==> src/rtl/uart_pkg.sv <==
// ============================================================================
// Module      : uart_pkg
// Description : Shared UART constants and frame-engine state encodings.
// Revision    : 1.0 - initial release
// ============================================================================
`default_nettype none

package uart_pkg;

    localparam int UART_DATA_BITS    = 8;
    localparam int UART_CLKS_PER_BIT = 4;

    typedef logic [UART_DATA_BITS-1:0] uart_byte_t;

    localparam logic [1:0] c_ST_IDLE  = 2'd0;
    localparam logic [1:0] c_ST_START = 2'd1;
    localparam logic [1:0] c_ST_DATA  = 2'd2;
    localparam logic [1:0] c_ST_STOP  = 2'd3;

endpackage : uart_pkg

`default_nettype wire

==> src/rtl/uart_fifo.sv <==
// ============================================================================
// Module      : uart_fifo
// Description : Single-clock byte FIFO, 2**AW entries, head visible on dout.
// Revision    : 1.0 - initial release
// ============================================================================
`default_nettype none

module uart_fifo
    import uart_pkg::*;
#(
    parameter int AW = 3
) (
    input  logic       clk,
    input  logic       rst_n,
    input  logic       push,
    input  logic       pop,
    input  uart_byte_t din,
    output uart_byte_t dout,
    output logic [AW:0] level,
    output logic       full,
    output logic       empty
);

    localparam int c_DEPTH = 2**AW;

    uart_byte_t  r_mem [c_DEPTH];
    logic [AW:0] r_wr_count;
    logic [AW:0] r_rd_count;
    logic        w_push;
    logic        w_pop;

    assign w_push = push && !full;
    assign w_pop  = pop && !empty;

    // Counters carry one extra bit so a full FIFO is distinguishable from empty.
    always_ff @(posedge clk or negedge rst_n) begin
        if (!rst_n) begin
            r_wr_count <= '0;
            r_rd_count <= '0;
        end else begin
            if (w_push) r_wr_count <= r_wr_count + 1'b1;
            if (w_pop)  r_rd_count <= r_rd_count + 1'b1;
        end
    end

    always_ff @(posedge clk) begin
        if (w_push) r_mem[r_wr_count[AW-1:0]] <= din;
    end

    assign dout  = r_mem[r_rd_count[AW-1:0]];
    assign level = r_wr_count - r_rd_count;
    assign full  = level[AW];
    assign empty = (level == '0);

endmodule : uart_fifo

`default_nettype wire

==> src/rtl/buffered_uarttx.sv <==
// ============================================================================
// Module      : buffered_uarttx
// Description : FIFO-buffered 8N1 UART transmitter, back-to-back frames.
// Revision    : 1.0 - initial release
// ============================================================================
`default_nettype none

module buffered_uarttx
    import uart_pkg::*;
#(
    parameter int CLKS_PER_BIT = UART_CLKS_PER_BIT,
    parameter int FIFO_AW      = 3,
    parameter int STOP_BITS    = 1
) (
    input  logic               clock460800,
    input  logic               resetn,
    input  logic [7:0]         data,
    input  logic               send,
    output logic               ready,
    output logic               busy,
    output logic [FIFO_AW:0]   level,
    output logic               UART_TX
);

    localparam int             c_BW          = $clog2(CLKS_PER_BIT);
    localparam logic [c_BW-1:0] c_BAUD_LAST  = c_BW'(CLKS_PER_BIT - 1);
    localparam logic           c_STOP_LAST   = 1'(STOP_BITS - 1);

    logic [1:0]      r_state;
    logic [c_BW-1:0] r_baud;
    logic [2:0]      r_bit_cnt;
    logic            r_stop_cnt;
    uart_byte_t      r_shift;
    logic            r_tx;

    uart_byte_t      w_head;
    logic [FIFO_AW:0] w_level;
    logic            w_full;
    logic            w_empty;
    logic            w_baud_end;
    logic [c_BW-1:0] w_baud_next;
    logic            w_frame_end;
    logic            w_pop;

    uart_fifo #(
        .AW    (FIFO_AW)
    ) u_fifo (
        .clk   (clock460800),
        .rst_n (resetn),
        .push  (send),
        .pop   (w_pop),
        .din   (data),
        .dout  (w_head),
        .level (w_level),
        .full  (w_full),
        .empty (w_empty)
    );

    assign w_baud_end  = (r_baud == c_BAUD_LAST);
    assign w_baud_next = w_baud_end ? '0 : r_baud + 1'b1;
    assign w_frame_end = (r_state == c_ST_STOP) && w_baud_end && (r_stop_cnt == c_STOP_LAST);

    // Pop from IDLE, or straight out of the last stop bit for zero inter-frame gap.
    assign w_pop = !w_empty && ((r_state == c_ST_IDLE) || w_frame_end);

    always_ff @(posedge clock460800 or negedge resetn) begin
        if (!resetn) begin
            r_state    <= c_ST_IDLE;
            r_baud     <= '0;
            r_bit_cnt  <= '0;
            r_stop_cnt <= 1'b0;
            r_shift    <= '0;
            r_tx       <= 1'b1;
        end else begin
            case (r_state)
                c_ST_IDLE: begin
                    r_baud <= '0;
                    if (w_pop) begin
                        r_shift <= w_head;
                        r_tx    <= 1'b0;
                        r_state <= c_ST_START;
                    end
                end
                c_ST_START: begin
                    r_baud <= w_baud_next;
                    if (w_baud_end) begin
                        r_state   <= c_ST_DATA;
                        r_bit_cnt <= '0;
                        r_tx      <= r_shift[0];
                        r_shift   <= r_shift >> 1;
                    end
                end
                c_ST_DATA: begin
                    r_baud <= w_baud_next;
                    if (w_baud_end) begin
                        if (r_bit_cnt == 3'd7) begin
                            r_state    <= c_ST_STOP;
                            r_stop_cnt <= 1'b0;
                            r_tx       <= 1'b1;
                        end else begin
                            r_bit_cnt <= r_bit_cnt + 1'b1;
                            r_tx      <= r_shift[0];
                            r_shift   <= r_shift >> 1;
                        end
                    end
                end
                c_ST_STOP: begin
                    r_baud <= w_baud_next;
                    if (w_baud_end) begin
                        if (r_stop_cnt == c_STOP_LAST) begin
                            if (w_pop) begin
                                r_shift <= w_head;
                                r_tx    <= 1'b0;
                                r_state <= c_ST_START;
                            end else begin
                                r_state <= c_ST_IDLE;
                            end
                        end else begin
                            r_stop_cnt <= r_stop_cnt + 1'b1;
                        end
                    end
                end
                default: begin
                    r_state <= c_ST_IDLE;
                end
            endcase
        end
    end

    assign ready   = !w_full;
    assign busy    = (r_state != c_ST_IDLE) || !w_empty;
    assign level   = w_level;
    assign UART_TX = r_tx;

endmodule : buffered_uarttx

`default_nettype wire

==> config.mk <==
export PLATFORM = sky130hd
export DESIGN_NAME = buffered_uarttx
export DESIGN_NICKNAME = d
export VERILOG_FILES = /design/src/rtl/uart_pkg.sv /design/src/rtl/uart_fifo.sv /design/src/rtl/buffered_uarttx.sv
export SDC_FILE = /design/constraint.sdc
export NUM_CORES = 1
export LEC_CHECK = 0
export BUFFER_PORTS_ARGS = -buffer_cell sky130_fd_sc_hd__buf_2
export CAP_MARGIN = 20
export CORE_MARGIN = 10
export CORE_UTILIZATION = 50
export DETAILED_ROUTE_END_ITERATION = 8
export PLACE_DENSITY = 0.79
export SETUP_SLACK_MARGIN = 0.1
export SLEW_MARGIN = 30
export SYNTH_ARGS = -nofsm -noshare
export SYNTH_HDL_FRONTEND = slang
export SYNTH_SLANG_ARGS = --single-unit
export TNS_END_PERCENT = 5
==> constraint.sdc <==
create_clock -name clock460800 -period 9.69 [get_ports clock460800]
set_clock_uncertainty 0.2 [all_clocks]
set_input_delay 0 -clock clock460800 [delete_from_list [all_inputs] [get_ports clock460800]]
set_output_delay 0 -clock clock460800 [all_outputs]
set_load 0.01 [all_outputs]
# Word level (Yosys, flattened, before mapping)
# Memory sizes are Yosys's and may differ from the RTL's.
# Cells that the tools add are included.
[word_totals]
ram_bits = 64
wordCells = 83
inputBits = 11
reg_bits = 25
out_inout_bits = 7
memories = 1
[mem_list]
columns = ["name", "depth", "word_bits", "read_ports", "rd_ports_with_merged_regs", "write_ports", "line", "text"]
rows = [
  ["u_fifo.r_mem", 8, 8, 1, 0, 1, "uart_fifo.sv:26", "uart_byte_t r_mem [c_DEPTH];"],
]
[classes]
eq_ne = 12
n_addsub = 6
reduce_logical = 20
mux = 35
bitwise_logic = 1
[ops]
columns = ["cell", "n"]
rows = [
  ["8-bit 2-to-1 mux", 6],
  ["8-bit case mux with 4 select lines", 1],
  ["2-bit 2-to-1 mux", 7],
  ["1-bit 2-to-1 mux", 13],
  ["2-bit inequality test, second input constant", 6],
  ["4-bit AND reduction", 3],
  ["3-bit 2-to-1 mux", 3],
  ["4-bit by 1-bit adder with 4-bit output, second input constant", 2],
  ["2-bit case mux with 4 select lines", 1],
  ["2-bit == test, second input constant", 3],
  ["3-bit case mux with 2 select lines", 1],
  ["6-bit AND reduction", 1],
  ["2-bit nonzero test", 3],
  ["1-bit logical AND", 5],
  ["5-bit AND reduction", 1],
  ["4-bit zero test", 1],
  ["1-bit case mux with 4 select lines", 1],
  ["2-bit case mux with 2 select lines", 1],
  ["4-bit subtractor", 1],
  ["3-bit by 1-bit adder with 3-bit output, second input constant", 1],
  ["3-bit == test, second input constant", 1],
  ["3-bit OR reduction", 1],
  ["2-bit by 1-bit adder with 2-bit output, second input constant", 1],
  ["2-bit by 1-bit == test with 1-bit output, second input constant", 1],
  ["7 further kinds", 9],
]

# Logic depth before layout (Yosys ltp)
# Gate-level depths: netlist of the first run.
[depth]
depth_word = 9
mapped_depth = 10
depth_no_buf = 9

# Modules after synthesis
# A second synthesis of the first run with hierarchy kept.
[unflattened]
hier_cells = 262
area_unflattened_um2 = 3962.6
[modules_own_cells]
columns = ["mod", "seq_area_each_um2", "cells_each", "n_inst", "area_per_inst_um2"]
rows = [
  ["uart_fifo", 2122.0, 169, 1, 2985.4],
  ["buffered_uarttx", 401.6, 93, 1, 977.2],
]

# Least setup slack after synthesis of the first run
# Ideal clock, no wire load.
[synth_path]
kind = "register to register"
start = "register u_fifo.r_rd_count[1]"
end = "memory u_fifo.r_mem[4][0] in the netlist's numbering (enable)"
slack_ns = 5.987
period_less_slack_ns = 3.703
setup_time_ns = 0.398
path_stages_with_launch = 11
n_path_buf = 3
t_required_ns = 9.092
t_arrival_ns = 3.105
path_cell_list = "dfrtp_1 > buf_2 > buf_1 > inv_1 > ha_1 > and3b_1 > o21ai_1 > and2_1 > buf_2 > nand2_2 > nor4b_1"
[synth_via]
elab_chain_len = 5
[synth_lines]
columns = ["item", "line", "text"]
rows = [
  ["from (decl)", "uart_fifo.sv:28", "logic [AW:0] r_rd_count;"],
  ["from (signal assigned)", "uart_fifo.sv:42", "if (w_pop) r_rd_count <= r_rd_count + 1'b1;"],
  ["4-bit subtractor", "uart_fifo.sv:51", "assign level = r_wr_count - r_rd_count;"],
  ["1-bit zero test", "n/a", ""],
  ["net ready", "buffered_uarttx.sv:19", "output logic ready,"],
  ["1-bit logical AND", "uart_fifo.sv:32", "assign w_push = push && !full;"],
  ["1-bit 2-to-1 mux", "uart_fifo.sv:47", "if (w_push) r_mem[r_wr_count[AW-1:0]] <= din;"],
  ["1-bit 2-to-1 mux (not written as such)", "uart_fifo.sv:47", ""],
  ["to (decl)", "uart_fifo.sv:26", ""],
]
# The timed path passes the listed nets, and every way through them passes these cells.

# Worst setup path after layout of the first run
[layout_path]
start = "register u_fifo.r_rd_count[1]"
end = "memory u_fifo.r_mem[6][2] in the netlist's numbering (enable)"
[layout_via]
elab_chain_len = 5
[layout_lines]
columns = ["item", "line"]
rows = [
  ["4-bit subtractor", "uart_fifo.sv:51"],
  ["1-bit zero test", "uart_fifo.sv:32"],
  ["1-bit logical AND", "uart_fifo.sv:32"],
  ["1-bit 2-to-1 mux", "uart_fifo.sv:47"],
  ["1-bit 2-to-1 mux (not written as such)", "uart_fifo.sv:47"],
]
# Every way passes these cells.

==> results of run 1 <==
[metrics by stage]
stage / utilization / instance area, um2 / power [uW]
after global placement: 0.5480 / 4039 / 1201
final: 0.5952 / 4387 / 1485
after global routing: 0.5952 / 4387 / 1593
after detailed placement: 0.5489 / 4045 / 1230
after floorplan: - / 3855 / 1096
after CTS: 0.5912 / 4357 / 1480
[registers in the layout, summed over array words and instances, names as in the netlist]
register and flops:
r_shift 8, u_fifo.r_wr_count 4, UART_TX 1, r_baud 2, r_state 2, u_fifo.r_mem 64, r_bit_cnt 3, u_fifo.r_rd_count 4
[timing repair]
item                      CTS  global route
gates resized for setup     0             0
hold endpoints to repair   92             0
hold buffers               12             0
[layer usage]
layer	part of all wire	GRT usage	wire length [um]	vias up
li1	-	-	-	951
met1	0.43	0.1499	2991	1028
met2	0.50	0.2108	3476	42
met3	0.048	0.04132	336	14
met4	0.018	0.04580	125	0
met5	0	0	0	-
[final cells by class]
class	count	area [um2]
fill	533	2983
clock buffer	9	123.9
multi-input combinational	123	1294
inverter	10	37.54
sequential	88	2525
tap	99	123.9
timing repair buffer	31	215.2
clock inverter	7	67.56
[worst paths after layout]
path / startpoint / to / slack (ns) / cells past startpoint
min reg2reg: r_baud[0] / r_baud[0] / 0.24 / 1
min in group asynchronous: resetn / UART_TX / 0.46 / 3
max reg2reg: u_fifo.r_rd_count[1] / u_fifo.r_mem[6][2] / 6.00 / 7
max: u_fifo.r_rd_count[1] / u_fifo.r_mem[6][2] / 6.00 / 7
max in group asynchronous: resetn / u_fifo.r_rd_count[0] / 8.30 / 4
min: r_baud[0] / r_baud[0] / 0.24 / 1
[power by group through the flow]
stage,logic (uW),clock network [uW],registers [uW]
6_report,647,246,593
5_1_grt,716,269,608
4_1_cts,641,250,589
3_5_place_dp,633,0,597
3_3_place_gp,609,0,592
2_1_floorplan,554,0,542
[cells in the final DEF (no fill, tap or decap), types with 3 or more instances in the layout]
cell and instances:
sky130_fd_sc_hd__inv_6 3, sky130_fd_sc_hd__nand2_1 17, sky130_fd_sc_hd__mux2i_1 7, sky130_fd_sc_hd__inv_8 3
sky130_fd_sc_hd__dfrtp_1 22, sky130_fd_sc_hd__inv_1 9, sky130_fd_sc_hd__o21ai_0 11, sky130_fd_sc_hd__xnor2_1 5
sky130_fd_sc_hd__clkbuf_8 9, sky130_fd_sc_hd__dlygate4sd3_1 11, sky130_fd_sc_hd__nor2_1 5, sky130_fd_sc_hd__mux2_4 8
sky130_fd_sc_hd__buf_2 18, sky130_fd_sc_hd__ha_1 13, sky130_fd_sc_hd__xor2_1 3, sky130_fd_sc_hd__mux4_2 16
sky130_fd_sc_hd__edfxtp_1 64, sky130_fd_sc_hd__nand3_1 3, sky130_fd_sc_hd__a21oi_1 3
[worst max-delay path: cells and delay by family, from the launching register on]
family / cells / cell delay, ns
AO/OA/AOI/OAI: 1 / 0.26
adder cells (fa/ha/maj): 1 / 0.34
buffers and inverters: 1 / 0.22
flip-flops: 1 / 0.85
AND/OR/NAND/NOR: 4 / 1.45
[kinds of logic after synthesis]
group                      count (synthesis)  share of synthesized area
buffers and inverters                     20                    0.02661
DFF                                       88                     0.6547
muxes                                     33                     0.1487
adders and majority gates                 14                    0.04739
AOI/OAI and AO/OA                         26                    0.04836
xor gates and xnor gates                   8                    0.01818
and+or+nand+nor                           42                    0.05615
==> results_dict.tcl, run 1 <==
set metrics [dict create \
    run_status "completed" \
    detail_route.first_pass.iterations 4 \
    seqPwrFrac 0.399 \
    worst_setup_path_start_kind "flop" \
    num_io_pins 18 \
    layout.nets 288 \
    setup_slack_ns 6.005 \
    syn-mean-instance-area_um2 16.69 \
    p_sw_frac 0.3876 \
    clkPwrFrac 0.165 \
    pin_count_of_the_biggest_net_entering_global_routing 24 \
    remaining_drc_errors 0 \
    power_density_mw_per_mm2 338.6 \
    path_max_fanout 19 \
    area_growth_pct 13.79 \
    yosysWarnings 0 \
    worst_case_headroom_to_the_max_slew_limit 0.4852 \
    slowest_library_cell_on_the_worst_path "sky130_fd_sc_hd__dfrtp_1" \
    cts_sinks 88 \
    cts-htree-levels 3 \
    worst_path_largest_cell_delay_ns 0.85 \
    tightest_slew_ns 0.7721 \
    drt_iter0_drc 151 \
    unrepaired_setup_endpoints_after_global_routing "false" \
    diodes 0 \
    number_of_global_route_vias_before_repair 2212 \
    placementRows 31 \
    numCtsBuffers 9 \
    layoutNonFillerInstCount 367 \
    synthesis.area_mm2 0.003855 \
    path_clk_slew_ns 0.09 \
    antenna_left 0 \
    die_area_mm2 0.01162 \
    combinationalPowerShare 0.435 \
    routed_wire_length_per_instance_um 18.88 \
    place.port_buffers 17 \
    finalSetupTns_ns 0 \
    cts.path.max_buffers 2 \
    postRouteWirelength_um 6930 \
    ys_ff_latch 88 \
    detailroute.via_count 2035 \
    finalCriticalPeriod_ns 3.685 \
    viasPerCell 5.545 \
    finalWeightedCongestion 0.8013 \
    grt_antenna_before_repair 0 \
    finalCritPeriodShare 0.3803 \
    synth_fp_nets 256 \
    synth.cells.most_frequent "64 x sky130_fd_sc_hd__edfxtp_1, 23 x sky130_fd_sc_hd__dfrtp_1, 17 x sky130_fd_sc_hd__nand2_1, 16 x sky130_fd_sc_hd__mux4_2, 13 x sky130_fd_sc_hd__ha_1" \
    start_util 0.5231 \
    hp-class "reg -> reg" \
    clock_tree_from_tritoncts "built" \
    synth_cell_types 44 \
    first_pass_grt_wire_length_um 11300 \
    p_leak_uw 0.001650 \
    vdd_drop_max_mv 0.1547 \
    switching_power_of_the_nets_uw 575.7 \
    global_route.overflow_total 0 \
    timing.final.setup_violations 0 \
    library_cell_with_the_highest_instance_count_after_synthesis "sky130_fd_sc_hd__edfxtp_1" \
    intPower_uw 909.8 \
    synth_area_leader_cell "sky130_fd_sc_hd__edfxtp_1" \
    seq_area_frac_synth 0.6547 \
    place_hpwl_um 4737 \
    cts.repair_timing.setup_buffer_count 0 \
    synthDominantCellAreaShare 0.4985 \
    root_buffer "sky130_fd_sc_hd__clkbuf_8" \
    placedCellCount 339 \
    layout-drive-gt1-share 0.2761 \
    final-max-slew-violation-count 0 \
    critPathArrivalTime_ns 3.48 \
    path_cells "inv_1 > ha_1 > and3b_1 > o21ai_1 > and2_1 > nand2_2 > nor3_2" \
    die_w_um 107.8 \
    postSynth.asyncResetShare 0.2727 \
    number_of_cells_produced_by_synthesis 231 \
    synth_edf_count 64 \
    maxClockFrequency_mhz 271.4 \
    worstSetupPathType "reg -> reg" \
    worst_skew_late_latency_ns 0.36 \
    pre_cts_ws_ns 5.753 \
    endpoint_kind "flop" \
    die_height_um 107.8 \
    cap_viol_max_count 0 \
    critPathRequiredTime_ns 9.49 \
    combined_global_route_utilization_of_all_metal_layers 0.1267 \
    core_area_mm2 0.007370 \
    ys_top_cells_by_area "sky130_fd_sc_hd__edfxtp_1 50%, sky130_fd_sc_hd__dfrtp_1 15%, sky130_fd_sc_hd__mux4_2 9.3%" \
    synth_flop_cell "sky130_fd_sc_hd__edfxtp_1" \
    fin_hold_ws_ns 0.2375 \
    finalHoldViolCount 0 \
]
Power figures use the tool's default switching activity.
==> run 2: changes to the inputs <==
Settings changed: ABC_AREA from default to 1.
Clock period 9.69 ns to 3.8 ns, I/O delays scaled along.
==> run 2 against run 1 <==
Against the previous run: power rose to 2.6 times the previous value; register-to-register slack lost 5.2 ns; area after synthesis up 5.2%; hold slack improved by 0.0015 ns; final cell count rose by 42%; combinational power rose to 2.8 times the previous value; core utilization shrank 1.4 points; critical path type unchanged; largest cell class unchanged; largest power group unchanged.
==> results_dict.tcl, run 2 <==
set metrics [dict create \
    path_cells "inv_1 > ha_1 > nand3_1 > nand2_1 > nand2_1 > nand2_2 > nand2_2 > inv_2 > nand2_1 > nor2_1" \
    start_util 0.5196 \
    placedCellCount 493 \
    synth_edf_count 64 \
    num_io_pins 18 \
    endpoint_kind "flop" \
    synthDominantCellAreaShare 0.4738 \
    grt_antenna_before_repair 0 \
    root_buffer "sky130_fd_sc_hd__clkbuf_8" \
    pin_count_of_the_biggest_net_entering_global_routing 47 \
    finalSetupTns_ns 0 \
    layoutNonFillerInstCount 521 \
    layout.area.seq_mm2 0.002524 \
    layout-drive-gt1-share 0.1289 \
    maxClockFrequency_mhz 333.9 \
    placementRows 32 \
    die_area_mm2 0.01212 \
    synthesis.area_mm2 0.004056 \
    synth_flop_cell "sky130_fd_sc_hd__edfxtp_1" \
    worst_skew_late_latency_ns 0.36 \
    syn-mean-instance-area_um2 10.56 \
    unrepaired_setup_endpoints_after_global_routing "false" \
    numCtsBuffers 9 \
    ys_top_cells_by_area "sky130_fd_sc_hd__edfxtp_1 47%, sky130_fd_sc_hd__dfrtp_1 14%, sky130_fd_sc_hd__nand2_1 8.5%" \
    die_w_um 110.1 \
    vdd_drop_max_mv 0.3376 \
    reg2reg_from "u_fifo.r_rd_count[1]" \
    postRouteWirelength_um 8513 \
    synth_top_family_by_area "simple AND/OR/NAND/NOR gates" \
    die_height_um 110.1 \
    combined_global_route_utilization_of_all_metal_layers 0.1505 \
    worst_reg_to_reg_cells 10 \
    cap_viol_max_count 0 \
    synth_cell_types 32 \
    ys_ff_latch 88 \
    run_status "completed" \
    worst_path_largest_cell_delay_ns 0.60 \
    postSynth.asyncResetShare 0.2727 \
    number_of_global_route_vias_before_repair 2720 \
    synth.cells.most_frequent "92 x sky130_fd_sc_hd__nand2_1, 64 x sky130_fd_sc_hd__edfxtp_1, 45 x sky130_fd_sc_hd__nor2_1, 41 x sky130_fd_sc_hd__nand3_1, 31 x sky130_fd_sc_hd__inv_1" \
    slowest_library_cell_on_the_worst_path "sky130_fd_sc_hd__dfrtp_1" \
    cts_sinks 88 \
    cts.path.max_buffers 2 \
    min_from "r_baud[0]" \
    core_area_mm2 0.007807 \
    p_leak_uw 0.001921 \
    yosysWarnings 0 \
    fillerInstances 653 \
    layout.cells.most_common_list "92 x sky130_fd_sc_hd__nand2_1, 64 x sky130_fd_sc_hd__edfxtp_1, 45 x sky130_fd_sc_hd__nor2_1" \
    routed_wire_length_per_instance_um 16.34 \
    seq_area_frac_synth 0.6221 \
    detail_route.first_pass.iterations 5 \
    path_clk_slew_ns 0.10 \
    first_pass_grt_wire_length_um 14080 \
    worst_case_headroom_to_the_max_slew_limit 0.5686 \
    critical_path.top_delay_family "simple AND/OR/NAND/NOR gates" \
    library_cell_with_the_highest_instance_count_after_synthesis "sky130_fd_sc_hd__nand2_1" \
    worst_path_most_repeated_cell "sky130_fd_sc_hd__nand2_1" \
    synth_area_leader_cell "sky130_fd_sc_hd__edfxtp_1" \
    finalWeightedCongestion 0.8727 \
    synth_xor_area_frac 0.01080 \
    number_of_cells_produced_by_synthesis 384 \
    remaining_drc_errors 0 \
    area_growth_pct 11.97 \
    diodes 0 \
    timing.final.setup_violations 0 \
    worstSetupPathDepth 10 \
    synth_compound_gate_area_share 0.04719 \
    clock_tree_from_tritoncts "built" \
    worst_setup_path_start_kind "flop" \
    final-max-slew-violation-count 0 \
    path_max_fanout 13 \
    antenna_left 0 \
    post_synth_fa_ha_maj_area_fraction 0.04503 \
    viasPerCell 5.286 \
    place.port_buffers 17 \
    tightest_slew_ns 0.6436 \
    multi_input_area_mm2 0.001335 \
    hp-class "reg -> reg" \
    max_ffs_per_register 64 \
    drt_iter0_drc 241 \
    cts-htree-levels 3 \
    synth_fp_nets 409 \
    finalCritPeriodShare 0.7880 \
    holdPathStages 1 \
    critPathRequiredTime_ns 3.60 \
    layout.nets 439 \
    finalHoldViolCount 0 \
    worst-path-buf-inv 2 \
    muxShareOfSynthArea 0 \
    global_route.overflow_total 0 \
    finalCriticalPeriod_ns 2.995 \
    yosys.area_share.simple 0.2261 \
    worstSetupPathType "reg -> reg" \
    layout_commonest_cell "sky130_fd_sc_hd__nand2_1" \
    place_hpwl_um 5951 \
    detailroute.via_count 2754 \
    setup.worst_path.start "u_fifo.r_rd_count[1]" \
    power_density_mw_per_mm2 851.6 \
    critPathArrivalTime_ns 2.79 \
]
[run 2: cell types whose count changed in the layout (fill, tap and decap cells not counted), moves of 4 or more]
cell	delta
sky130_fd_sc_hd__nor2_2	+4
sky130_fd_sc_hd__nand2_1	+75
sky130_fd_sc_hd__nand3_1	+38
sky130_fd_sc_hd__nor2_1	+40
sky130_fd_sc_hd__o211ai_1	+13
sky130_fd_sc_hd__and3_1	+7
sky130_fd_sc_hd__xnor2_1	-5
sky130_fd_sc_hd__mux2_4	-8
sky130_fd_sc_hd__mux4_2	-16
sky130_fd_sc_hd__mux2i_1	-7
sky130_fd_sc_hd__inv_1	+22
[run 2: layout make-up]
class / count / share of cell area
Sequential cell: 88 / 0.5556
Multi-Input combinational cell: 250 / 0.2939
Timing Repair Buffer: 30 / 0.04904
Inverter: 35 / 0.02893
Clock buffer: 10 / 0.02810
Tap cell: 102 / 0.02810
Clock inverter: 6 / 0.01625
[run 2: repair_timing]
| item | CTS | global route |
|---|---|---|
| setup endpoints to repair | 0 | 0 |
| buffers inserted | 0 | 0 |
| hold buffers | 12 | 0 |
| hold endpoints to repair | 100 | 0 |
| gates resized for setup | 0 | 0 |
[run 2: metrics by stage]
step	util	area [um2]	setup slack (ns)	hold slack, ns	power, uW
global placement	0.5393	4210	0.9796	-0.1813	3144
finish	0.5817	4542	0.8054	0.2390	3868
global route	0.5817	4542	0.5363	0.2740	4173
detailed placement	0.5393	4210	0.8110	-0.1771	3212
CTS	0.5817	4542	0.8034	0.2444	3875
floorplan	-	4056	1.405	-0.4956	2814
[run 2: layer usage]
| metal | wire, um | vias to the layer above | share of wire | global-route usage |
|---|---|---|---|---|
| met2 | 4061 | 89 | 0.48 | 0.2413 |
| met1 | 3801 | 1305 | 0.45 | 0.2002 |
| li1 | - | 1345 | - | - |
| met5 | 0 | - | 0 | 0 |
| met4 | 152 | 0 | 0.018 | 0.05855 |
| met3 | 498 | 15 | 0.058 | 0.02496 |
[run 2: path summary, 6_finish.rpt]
check	to	slack, ns
setup / recovery	u_fifo.r_mem[3][7]	0.81
hold / removal	r_baud[0]	0.24
setup reg to reg	u_fifo.r_mem[3][7]	0.81
hold reg to reg	r_baud[0]	0.24
max in group asynchronous	u_fifo.r_rd_count[1]	2.77
min in group asynchronous	r_bit_cnt[1]	0.48
[run 2: logic make-up after synthesis]
family                     Yosys count
AOI/OAI and AO/OA                   30
buffers and inverters               46
and+or+nand+nor                    201
adders and majority gates           14
DFF                                 88
xor gates and xnor gates             5
[run 2: power by group]
| group | switching, uW | internal, uW |
|---|---|---|
| clock | 348 | 313 |
| combinational | 1200 | 622 |
| sequential | 134 | 1250 |
